`src/rtl/shape_frame_pkg.sv`:
```
// rtl/shape_frame_pkg.sv - shared frame layout for the shape-register UART command link
//
// Holds the frame geometry, field widths, the byte-serializer state encoding
// and the pack/unpack helpers. Transmitter and receiver both import this
// package so the two ends of the link agree on the bit layout.
package shape_frame_pkg;

  localparam int FRAME_BYTES  = 5;
  localparam int FRAME_BITS   = 40;
  localparam int SHAPE_ADDR_W = 11;
  localparam int REG_ADDR_W   = 12;
  localparam int DATA_W       = 12;

  // Index of the final byte of a frame, sized to the 3-bit byte counter.
  localparam logic [2:0] LAST_BYTE = 3'(FRAME_BYTES - 1);

  // Line state of the single-byte serializer.
  typedef enum logic [1:0] {
    TX_IDLE  = 2'd0,
    TX_START = 2'd1,
    TX_DATA  = 2'd2,
    TX_STOP  = 2'd3
  } tx_state_e;

  // One decoded shape-register write command.
  typedef struct packed {
    logic                    prog;
    logic [SHAPE_ADDR_W-1:0] shape_addr;
    logic [REG_ADDR_W-1:0]   reg_addr;
    logic [DATA_W-1:0]       data;
  } shape_cmd_t;

  // Frame word: four zero pad bits above the program flag, then the fields
  // from most to least significant. Byte 0 on the wire is bits [39:32].
  function automatic logic [FRAME_BITS-1:0] pack_frame(
    input logic                    prog,
    input logic [SHAPE_ADDR_W-1:0] shape_addr,
    input logic [REG_ADDR_W-1:0]   reg_addr,
    input logic [DATA_W-1:0]       data
  );
    return {4'b0000, prog, shape_addr, reg_addr, data};
  endfunction

  // Receiver-side inverse of pack_frame; the pad nibble is discarded.
  function automatic shape_cmd_t unpack_frame(input logic [FRAME_BITS-1:0] frame);
    shape_cmd_t cmd;
    cmd.prog       = frame[35];
    cmd.shape_addr = frame[34:24];
    cmd.reg_addr   = frame[23:12];
    cmd.data       = frame[11:0];
    return cmd;
  endfunction

endpackage

```
`src/rtl/uart_tx_byte.sv`:
```
// rtl/uart_tx_byte.sv - 8N1 serializer for one byte with back-to-back restart
//
// Ports:
//   clk, rst      system clock, asynchronous active-high reset
//   start         load byte_data and begin a start bit; honoured in IDLE and
//                 on the final cycle of a stop bit (gapless chaining)
//   byte_data     byte to send, sampled on the edge where start is taken
//   tx            registered UART line, idle high
//   byte_done     high during the last cycle of the stop bit
//   state         current line state
module uart_tx_byte
  import shape_frame_pkg::*;
#(
  parameter int CLKS_PER_BIT = 868
) (
  input  logic       clk,
  input  logic       rst,
  input  logic       start,
  input  logic [7:0] byte_data,
  output logic       tx,
  output logic       byte_done,
  output tx_state_e  state
);

  localparam int BAUD_W = (CLKS_PER_BIT > 1) ? $clog2(CLKS_PER_BIT) : 1;
  localparam logic [BAUD_W-1:0] BAUD_LAST = BAUD_W'(CLKS_PER_BIT - 1);

  logic [BAUD_W-1:0] baud_cnt;
  logic [2:0]        bit_cnt;
  logic [7:0]        shreg;
  logic              bit_end;

  assign bit_end   = (baud_cnt == BAUD_LAST);
  // Combinational so the owner can chain the next byte on this same edge.
  assign byte_done = (state == TX_STOP) && bit_end;

  always_ff @(posedge clk or posedge rst) begin
    if (rst) begin
      state    <= TX_IDLE;
      baud_cnt <= '0;
      bit_cnt  <= '0;
      shreg    <= '0;
      tx       <= 1'b1;
    end else begin
      case (state)
        TX_IDLE: begin
          baud_cnt <= '0;
          bit_cnt  <= '0;
          if (start) begin
            state <= TX_START;
            shreg <= byte_data;
            tx    <= 1'b0;
          end
        end

        TX_START: begin
          if (bit_end) begin
            baud_cnt <= '0;
            bit_cnt  <= '0;
            state    <= TX_DATA;
            tx       <= shreg[0];
          end else begin
            baud_cnt <= baud_cnt + 1'b1;
          end
        end

        TX_DATA: begin
          if (bit_end) begin
            baud_cnt <= '0;
            if (bit_cnt == 3'd7) begin
              bit_cnt <= '0;
              state   <= TX_STOP;
              tx      <= 1'b1;
            end else begin
              bit_cnt <= bit_cnt + 1'b1;
              // shreg[0] is always the bit on the line; shift the next one in.
              shreg   <= {1'b0, shreg[7:1]};
              tx      <= shreg[1];
            end
          end else begin
            baud_cnt <= baud_cnt + 1'b1;
          end
        end

        TX_STOP: begin
          if (bit_end) begin
            baud_cnt <= '0;
            if (start) begin
              state <= TX_START;
              shreg <= byte_data;
              tx    <= 1'b0;
            end else begin
              state <= TX_IDLE;
              tx    <= 1'b1;
            end
          end else begin
            baud_cnt <= baud_cnt + 1'b1;
          end
        end

        default: begin
          state    <= TX_IDLE;
          baud_cnt <= '0;
          bit_cnt  <= '0;
          tx       <= 1'b1;
        end
      endcase
    end
  end

endmodule

```
`src/rtl/shape_frame_tx.sv`:
```
// rtl/shape_frame_tx.sv - serializes one shape-register write into a 5-byte UART frame
//
// Ports:
//   clk, rst        system clock, asynchronous active-high reset
//   cmd_valid       command present on the *_in fields
//   cmd_ready       block is idle and will accept on this edge
//   program_in      program flag
//   shape_addr_in   shape address (11 bits)
//   reg_addr_in     register address (12 bits)
//   data_in         register data (12 bits)
//   serial_output   8N1 UART line, idle high, MSB byte first, LSB bit first
//   busy            frame in progress
//   frame_done      one-cycle pulse as the last stop bit completes
module shape_frame_tx
  import shape_frame_pkg::*;
#(
  parameter int CLKS_PER_BIT = 868
) (
  input  logic                    clk,
  input  logic                    rst,
  input  logic                    cmd_valid,
  output logic                    cmd_ready,
  input  logic                    program_in,
  input  logic [SHAPE_ADDR_W-1:0] shape_addr_in,
  input  logic [REG_ADDR_W-1:0]   reg_addr_in,
  input  logic [DATA_W-1:0]       data_in,
  output logic                    serial_output,
  output logic                    busy,
  output logic                    frame_done
);

  tx_state_e             tx_state;
  logic [FRAME_BITS-1:0] frame_reg;
  logic [FRAME_BITS-1:0] frame_in;
  logic [2:0]            byte_cnt;
  logic                  accept;
  logic                  byte_done;
  logic                  byte_start;
  logic [7:0]            byte_data;

  assign frame_in  = pack_frame(program_in, shape_addr_in, reg_addr_in, data_in);
  assign cmd_ready = (tx_state == TX_IDLE);
  assign accept    = cmd_valid && cmd_ready;

  // The first byte comes straight from the inputs so the start bit begins on
  // the accept edge. Later bytes are chained at the end of each stop bit; at
  // that point frame_reg[39:32] still holds the byte just sent, so the next
  // one sits directly below it.
  assign byte_start = accept || (byte_done && (byte_cnt != LAST_BYTE));
  assign byte_data  = accept ? frame_in[FRAME_BITS-1 -: 8]
                             : frame_reg[FRAME_BITS-9 -: 8];

  uart_tx_byte #(
    .CLKS_PER_BIT(CLKS_PER_BIT)
  ) u_byte (
    .clk       (clk),
    .rst       (rst),
    .start     (byte_start),
    .byte_data (byte_data),
    .tx        (serial_output),
    .byte_done (byte_done),
    .state     (tx_state)
  );

  always_ff @(posedge clk or posedge rst) begin
    if (rst) begin
      frame_reg  <= '0;
      byte_cnt   <= '0;
      busy       <= 1'b0;
      frame_done <= 1'b0;
    end else begin
      frame_done <= 1'b0;
      if (accept) begin
        frame_reg <= frame_in;
        byte_cnt  <= '0;
        busy      <= 1'b1;
      end else if (byte_done) begin
        if (byte_cnt == LAST_BYTE) begin
          byte_cnt   <= '0;
          busy       <= 1'b0;
          frame_done <= 1'b1;
        end else begin
          byte_cnt  <= byte_cnt + 1'b1;
          frame_reg <= {frame_reg[FRAME_BITS-9:0], 8'h00};
        end
      end
    end
  end

endmodule

```
`config.mk`:
```
export PLATFORM = sky130hd
export DESIGN_NAME = shape_frame_tx
export DESIGN_NICKNAME = d
export VERILOG_FILES = /design/src/rtl/shape_frame_pkg.sv /design/src/rtl/uart_tx_byte.sv /design/src/rtl/shape_frame_tx.sv
export SDC_FILE = /design/constraint.sdc
export NUM_CORES = 1
export LEC_CHECK = 0
export CAP_MARGIN = 40
export CORE_ASPECT_RATIO = 1.2
export CORE_MARGIN = 2
export CORE_UTILIZATION = 45
export CTS_CLUSTER_DIAMETER = 80
export DETAILED_ROUTE_END_ITERATION = 7
export PLACE_DENSITY = 0.74
export SLEW_MARGIN = 20
export SYNTH_ARGS = -nofsm -noshare
export SYNTH_HDL_FRONTEND = slang
export SYNTH_SLANG_ARGS = --single-unit
```
`constraint.sdc`:
```
create_clock -name clk -period 2 [get_ports clk]
set_input_delay 0.4 -clock clk [delete_from_list [all_inputs] [get_ports clk]]
set_output_delay 0.4 -clock clk [all_outputs]
set_load 0.02 [all_outputs]
```
* Word level (Yosys, flattened, before mapping)
Index checks and enable logic that the tools add are counted.
Widths: inputs -> output; s select.
** Storage, ports and cells
- Register bits after elaboration :: 61
- Bits of input ports :: 39
- Output and inout port bits :: 4
- Logic and storage cells :: 80
** Cells by class
- $add $sub $neg :: 3
- Equality and inequality tests :: 14
- Muxes and demuxes :: 38
- Reductions and logical operators :: 16
** Operators by type and width (number)
- $mux 32 :: 3
- $mux 8 :: 5
- $pmux 8 s3 :: 1
- $pmux 10 s2 :: 1
- $mux 3 :: 6
- $mux 1 :: 13
- $add 10x1->10 const B :: 1
- $eq 10x10->1 const B :: 1
- $mux 10 :: 1
- $mux 2 :: 5
- $ne 2x1->1 const B :: 5
- $pmux 3 s3 :: 1
- $pmux 2 s4 :: 1
- $reduce_and 4->1 :: 2
- $add 3x1->3 const B :: 2
- $eq 3x3->1 const B :: 2
- $reduce_bool 3->1 :: 2
- $reduce_and 5->1 :: 1
- $eq 2x2->1 const B :: 2
- $ne 2x2->1 const B :: 2
- $pmux 1 s4 :: 1
- $reduce_and 2->1 :: 2
- $reduce_bool 2->1 :: 2
- $logic_and 1x1->1 :: 3
- other kinds (6) :: 6

* Logic depth before layout (Yosys ltp)
Gate-level depths: netlist (run 1).
- Depth after elaboration :: 7
- Mapped depth :: 8
- Mapped depth without buffers :: 6

* Cells and area by module
From an unflattened synthesis (run 1), not the netlist that was laid out.
** Unflattened totals
- Cells, all modules :: 288
- Area, all modules :: 3115.5 um^2
** By module, submodules not included
- shape_frame_tx :: instances 1, cells an instance 161, area an instance 1725.4 um^2, seq. area each 925.9 um^2
- uart_tx_byte :: instances 1, cells an instance 127, area an instance 1390.1 um^2, seq. area each 601.8 um^2

* Worst setup path before layout (run 1)
No wires, ideal clock.
- Path type :: register -> register
- From :: register u_byte.state[0]
- To :: register frame_reg[10]
- Setup time :: 135 ps
- Data arrival time :: 1875 ps
- Required time :: 1865 ps
- Setup slack :: -10 ps
- Cell stages (with the launch flop) :: 8
- Buffers on the path :: 2
- Period minus slack after synthesis :: 2010 ps
- Cells stage by stage :: dfrtp_1 > inv_1 > ha_1 > and2_1 > buf_2 > nor2_1 > clkbuf_1 > o21ai_0
** On the way
- Cells in the longest elaborated chain, start to end :: 4
- Elaborated cells between the ends (all ways) :: 8
- Classes of those cells :: eq/ne (2); mux (1); reduce/logical (5)
** RTL lines
- start: declaration :: line uart_tx_byte.sv:22 : output tx_state_e state
- start signal: assignment :: line uart_tx_byte.sv:39 : state <= TX_IDLE;
- start signal: assignment :: line uart_tx_byte.sv:50 : state <= TX_START;
- start signal: assignment :: line uart_tx_byte.sv:60 : state <= TX_DATA;
- $logic_not 2->1 * :: line shape_frame_tx.sv:42 : assign cmd_ready = (tx_state == TX_IDLE);
- net cmd_ready :: line shape_frame_tx.sv:22 : output logic cmd_ready,
- $logic_and 1x1->1 * :: line shape_frame_tx.sv:43 : assign accept = cmd_valid && cmd_ready;
- $ne 2x2->1 (no source line) or $reduce_bool 2->1 (tied branches)
- $reduce_and 2->1 (no source line)
- end signal: assignment :: line shape_frame_tx.sv:74 : frame_reg <= frame_in;
- end signal: assignment :: line shape_frame_tx.sv:84 : frame_reg <= {frame_reg[FRAME_BITS-9:0], 8'h00};
- end: declaration :: line shape_frame_tx.sv:33 : logic [FRAME_BITS-1:0] frame_reg;
Mark *: on every way through the listed nets, which the timed path passes. The rest lies on a longest branch.
A chain may end at the register's enable or synchronous reset.

* Worst setup path in the final report (run 1)
- From :: register u_byte.state[1]
- To :: register byte_cnt[0]
** On the way
- Cells in the longest elaborated chain, start to end :: 3
- Elaborated cells between the ends (all ways) :: 6
- Classes of those cells :: eq/ne (1); mux (1); reduce/logical (4)
** RTL lines
- $eq 2x2->1 or $logic_not 2->1 (tied branches) :: line uart_tx_byte.sv:35, shape_frame_tx.sv:42
- $logic_and 1x1->1 (on tied branches) :: line uart_tx_byte.sv:35, shape_frame_tx.sv:43
- $reduce_bool 2->1 (no source line) or $mux 3 (tied branches)
- end signal: assignment :: line shape_frame_tx.sv:83 : byte_cnt <= byte_cnt + 1'b1;
- end: declaration :: line shape_frame_tx.sv:35 : logic [2:0] byte_cnt;
Several ways; a longest one is shown, not always the timed one.

==> reports/qor.csv, run 1 <==
metric,value,unit
seq_area,1530,sq um
ys_seq_area_frac,0.476,
power_density,1260,nW/um^2
drtPass1Iterations,4,
cts_made_buffers,9,
clk_path_buf_depth,2,
htreeDepth,3,
synth_cells,319,
r2r-start,u_byte.state[1],
die_y,96.5,um
antenna_found_initial,0,
setup_slack,64.7,ps
dp_slack,13.4,ps
final_hold_viol_count,0,
via_per_inst,5.56,
slew_headroom,0.638,
maxCapViolCount,0,
detail_route.wl_per_cell,15.6,um
p_leak,1.88,nW
syn_to_final_growth,28.0,%
ir_worst_vdd,0.000634,V
timing.clock.skew,7.20,ps
rsz0062_at_grt,true,
syn_nets,368,
whs,421,ps
cp-start-kind,flip-flop,
dieArea,7830,sq um
synth_seq_cells,61,
reg2reg_slack,60,ps
place_congestion,0.891,
hp-class,input pin to asynchronous set/reset pin,
initial_core_util,0.468,
grt_pass1_wl,12.7,mm
antenna_cells,0,
seqPwrFrac,0.391,
synth_common_cells,"dfrtp_1, nand2_1, nand3_1, mux2i_1, nor2_1",
pwr-share-comb,0.425,
rows,33,
synthArstFlopShare,1.00,
syn_area,3210,sq um
path_clk_slew,70,ps
largest_reg_flops,32,
synth_top_area_cell,dfrtp_1,
setup_violations,0,
root_buffer,clkbuf_8,
dp_hpwl,5.30,mm
die_x,81.1,um
yosys.area.top_type_share,0.468,
post_cts_buffers,0,
crit_required,2230,ps
fillCellCount,599,
drc,0,
multiInputGateArea,1580,sq um
grt-ovfl-total,0,
crit_path_end_kind,flip-flop,
cts_tree,yes,
synth_edf_count,0,
port_buffers,42,
p_sw_frac,0.371,
path_max_fanout,12,
clock_latency,340,ps
worst-slew-pin-transition,542,ps
routed_wl,7.35,mm
nets,429,
io_pins,43,
syn_avg_cell_area,10.1,sq um
core_area,6850,sq um
cts_sinks,61,
synth_top_flop_cell,dfrtp_1,
grt_pass1_vias,2760,
power,5.20,mW
grt_use_total,0.211,
yosysUniqueCellTypes,50,
p_int,3.27,mW
netSwitchingPower,1.93,mW
finalCritPeriodShare,0.968,
finalMaxSlewViolations,0,
yosys-top-cells-area,"dfrtp_1, mux2i_1, nand3_1",
clock_power_share,0.184,
critPathLaunch,u_byte.state[1],
synth_most_common_cell,dfrtp_1,
drt_iter0_drc,110,
finalCriticalPeriod,1940,ps
fmax,517,MHz
yosys_warnings,0,
grt_max_degree,28,
drive_above_1_share,0.159,
cp.arrival,2170,ps
outcome,finished clean,
vias,2618,
ant_nets,0,
crit_type,flip-flop to flip-flop,
-- per-stage QoR --
step	cells	setup TNS (ps)	area, sq um	util
finish	471	0	4110	0.599
floorplan	319	0	3210	-
detailed placement	456	0	3920	0.572
global route	471	-69.2	4110	0.599
global placement	456	0	3920	0.572
CTS	471	0	4090	0.596
-- kinds of logic (layout without fill, tap and decap cells) --
group,after synthesis,after routing,share of synthesized area
AND/OR/NAND/NOR,113,113,0.191
AO/OA/AOI/OAI,69,69,0.150
flip-flops,61,61,0.476
buffers and inverters,31,96,0.0378
multiplexers,27,27,0.0846
adder cells (fa/ha/maj),10,10,0.0390
XOR/XNOR,8,8,0.0218
-- power by group through the flow --
stage	Sequential [mW]	Combinational, mW	Clock (mW)
after detailed placement	2.05	2.16	0
after CTS	2.03	2.19	0.971
after global routing	2.09	2.46	1.04
after floorplan	1.96	1.48	0
after global placement	2.03	2.10	0
final	2.03	2.21	0.955
-- worst max-delay path, stage by stage, from the launching register on --
cell,delay [ps]
dfrtp_1,420
ha_2,280
a21bo_2,280
nor4_4,310
buf_6,210
nor2_1,60
a311oi_1,270
-- layer usage --
metal / routed length (um) / global-route usage
met2: 3700 / 0.354
met1: 3210 / 0.261
met3: 321 / 0.0400
met4: 119 / 0.103
met5: 0 / 0
-- final cells by class --
cell class,count,share of cell area
Sequential cell,61,0.372
Clock inverter,4,0.00609
Tap cell,87,0.0265
Inverter,13,0.0119
Timing Repair Buffer,68,0.164
Multi-Input combinational cell,227,0.386
Clock buffer,11,0.0344
-- layout by cell type, fill, tap and decap left out, types with 3 or more instances in the layout --
| master | count |
|---|---|
| a211o_1 | 3 |
| a21o_1 | 3 |
| a21oi_1 | 5 |
| a22o_1 | 8 |
| a31oi_1 | 6 |
| and4_1 | 4 |
| buf_12 | 4 |
| buf_4 | 20 |
| clkbuf_8 | 10 |
| clkdlybuf4s50_1 | 41 |
| dfrtp_1 | 60 |
| ha_1 | 7 |
| ha_2 | 3 |
| inv_1 | 12 |
| mux2i_1 | 26 |
| nand2_1 | 31 |
| nand3_1 | 28 |
| nand4_1 | 3 |
| nand4b_1 | 3 |
| nor2_1 | 24 |
| o211ai_1 | 3 |
| o21ai_0 | 18 |
| o21ai_1 | 4 |
| o2bb2ai_1 | 4 |
| xor2_1 | 6 |
-- what timing repair did --
item | CTS | global route
setup endpoints to repair | 3 | 9
gates resized for setup | 4 | 7
hold buffers | 0 | 0
endpoints found under the hold margin | 0 | 0
gates cloned | 0 | 0
-- worst paths after layout --
| check | to | cells past startpoint |
|---|---|---|
| min in group clk | u_byte.tx | 2 |
| setup / recovery | byte_cnt[0] | 6 |
| hold reg to reg | u_byte.tx | 2 |
| setup reg to reg | byte_cnt[0] | 6 |
| max in group asynchronous | u_byte.tx | 3 |
| hold / removal | frame_reg[17] | 2 |
Power figures use the tool's default switching activity.
==> run 2, diff against run 1 <==
--- a/config.mk
+++ b/config.mk
@@ -9,6 +9,7 @@
 export CORE_ASPECT_RATIO = 1.2
 export CORE_MARGIN = 2
 export CORE_UTILIZATION = 45
+export CTS_BUF_LIST = sky130_fd_sc_hd__clkbuf_2
 export CTS_CLUSTER_DIAMETER = 80
 export DETAILED_ROUTE_END_ITERATION = 7
 export PLACE_DENSITY = 0.74
==> run 2 against run 1 <==
Net effect: routed wire length rose by 0.61%; power fell by 5.9%; sequential share of layout area rose by 0.65 points; design area fell by 1.6%; register-to-register slack improved by 40 ps.
==> reports/qor.csv, run 2 (same netlist as run 1, synthesis figures left out) <==
metric,value,unit
nets,432,
fillCellCount,607,
timing.clock.skew,16.8,ps
slew_headroom,0.642,
outcome,finished clean,
grt_pass1_wl,12.7,mm
p_leak,1.86,nW
seq_area,1530,sq um
ctsHoldBuffers,0,
drive_above_1_share,0.178,
multiInputGateArea,1590,sq um
final_common_cell,dfrtp_1,
worst-slew-pin-transition,536,ps
dp_hpwl,5.30,mm
final_hold_viol_count,0,
syn_to_final_growth,26.0,%
path_max_fanout,10,
rows,33,
final_area,4050,sq um
drt_iter0_drc,141,
place_congestion,0.891,
die_x,81.1,um
cts_made_buffers,9,
clk_path_buf_depth,2,
antenna_found_initial,0,
port_buffers,42,
core_area,6850,sq um
finalCriticalPeriod,1900,ps
fmax,528,MHz
antenna_cells,0,
crit_path_end_kind,flip-flop,
placed_area,3920,sq um
initial_core_util,0.468,
via_per_inst,5.54,
io_pins,43,
cts_sinks,61,
power,4.89,mW
htreeDepth,3,
drtPass1Iterations,5,
power_density,1210,nW/um^2
cts_tree,yes,
drc,0,
hp-class,input pin to asynchronous set/reset pin,
path_clk_slew,170,ps
crit_required,2390,ps
cp.arrival,2280,ps
vias,2624,
die_y,96.5,um
dp.cells,456,
routed_wl,7.40,mm
crit_type,flip-flop to flip-flop,
root_buffer,clkbuf_2,
maxCapViolCount,0,
grt_use_total,0.210,
dieArea,7830,sq um
grt_pass1_vias,2783,
largest_reg_flops,32,
finalCritPeriodShare,0.948,
grt_max_degree,28,
cp-start-kind,flip-flop,
grt-ovfl-total,0,
finalMaxSlewViolations,0,
ir_worst_vdd,0.000580,V
clock_latency,490,ps
ant_nets,0,
detail_route.wl_per_cell,15.6,um
layout_common_cells,"dfrtp_1, clkdlybuf4s50_1, nand2_1",
setup_violations,0,
stdcell_count,474,
==> run 2: power by group <==
| group | switching, mW | internal [mW] |
|---|---|---|
| combinational | 1.14 | 1.11 |
| sequential | 0.322 | 1.71 |
| clock | 0.451 | 0.153 |
| total | 1.92 | 2.98 |
==> run 2: routing by layer <==
metal / up-vias / global-route usage / share of wire
met3: 13 / 0.0539 / 0.045
met4: 0 / 0.0763 / 0.018
met2: 70 / 0.355 / 0.50
met5: - / 0 / 0
li1: 1269 / - / -
met1: 1272 / 0.259 / 0.43
==> run 2: layout make-up <==
class | instances | area share
well taps | 87 | 0.0269
flip-flops and latches | 61 | 0.378
clock inverters | 5 | 0.00711
repair buffers | 71 | 0.170
multi-input cells | 227 | 0.394
clock buffers | 10 | 0.0124
inverters | 13 | 0.0121
==> run 2: repair_timing <==
| action | CTS | global route |
|---|---|---|
| buffers inserted | 0 | 3 |
| pin swaps | 0 | 1 |
| gates resized for setup | 8 | 9 |
| endpoints found under the setup margin | 4 | 14 |
==> run 2: critical path: stages, from the launching register on <==
cell	delay, ps
dfrtp_2	470
buf_4	140
ha_1	240
buf_4	200
or3_1	390
nand2_1	80
mux2i_1	60
a211o_1	230
==> run 2: through the flow <==
step | setup TNS (ps) | hold slack (ps) | worst slack, ps | utilization
6_report | 0 | 236 | 104 | 0.590
5_1_grt | -3.67 | 274 | -3.67 | 0.590
4_1_cts | -31.5 | 235 | -25.9 | 0.585
3_5_place_dp | 0 | 461 | 13.4 | 0.572
3_3_place_gp | 0 | 462 | 63.2 | 0.572
2_1_floorplan | 0 | 448 | 13.8 | -
==> run 2: path summary, 6_finish.rpt <==
kind	depth (start not counted)	start	slack, ps	end
worst max-delay path	7	u_byte.state[1]	100	u_byte.shreg[2]
worst min-delay path	2	rst	240	frame_reg[17]
worst max register to register	7	u_byte.state[1]	100	u_byte.shreg[2]
worst min register to register	2	u_byte.tx	480	u_byte.tx
max in group asynchronous	3	rst	1200	u_byte.tx
min in group clk	3	reg_addr_in[5]	470	frame_reg[17]
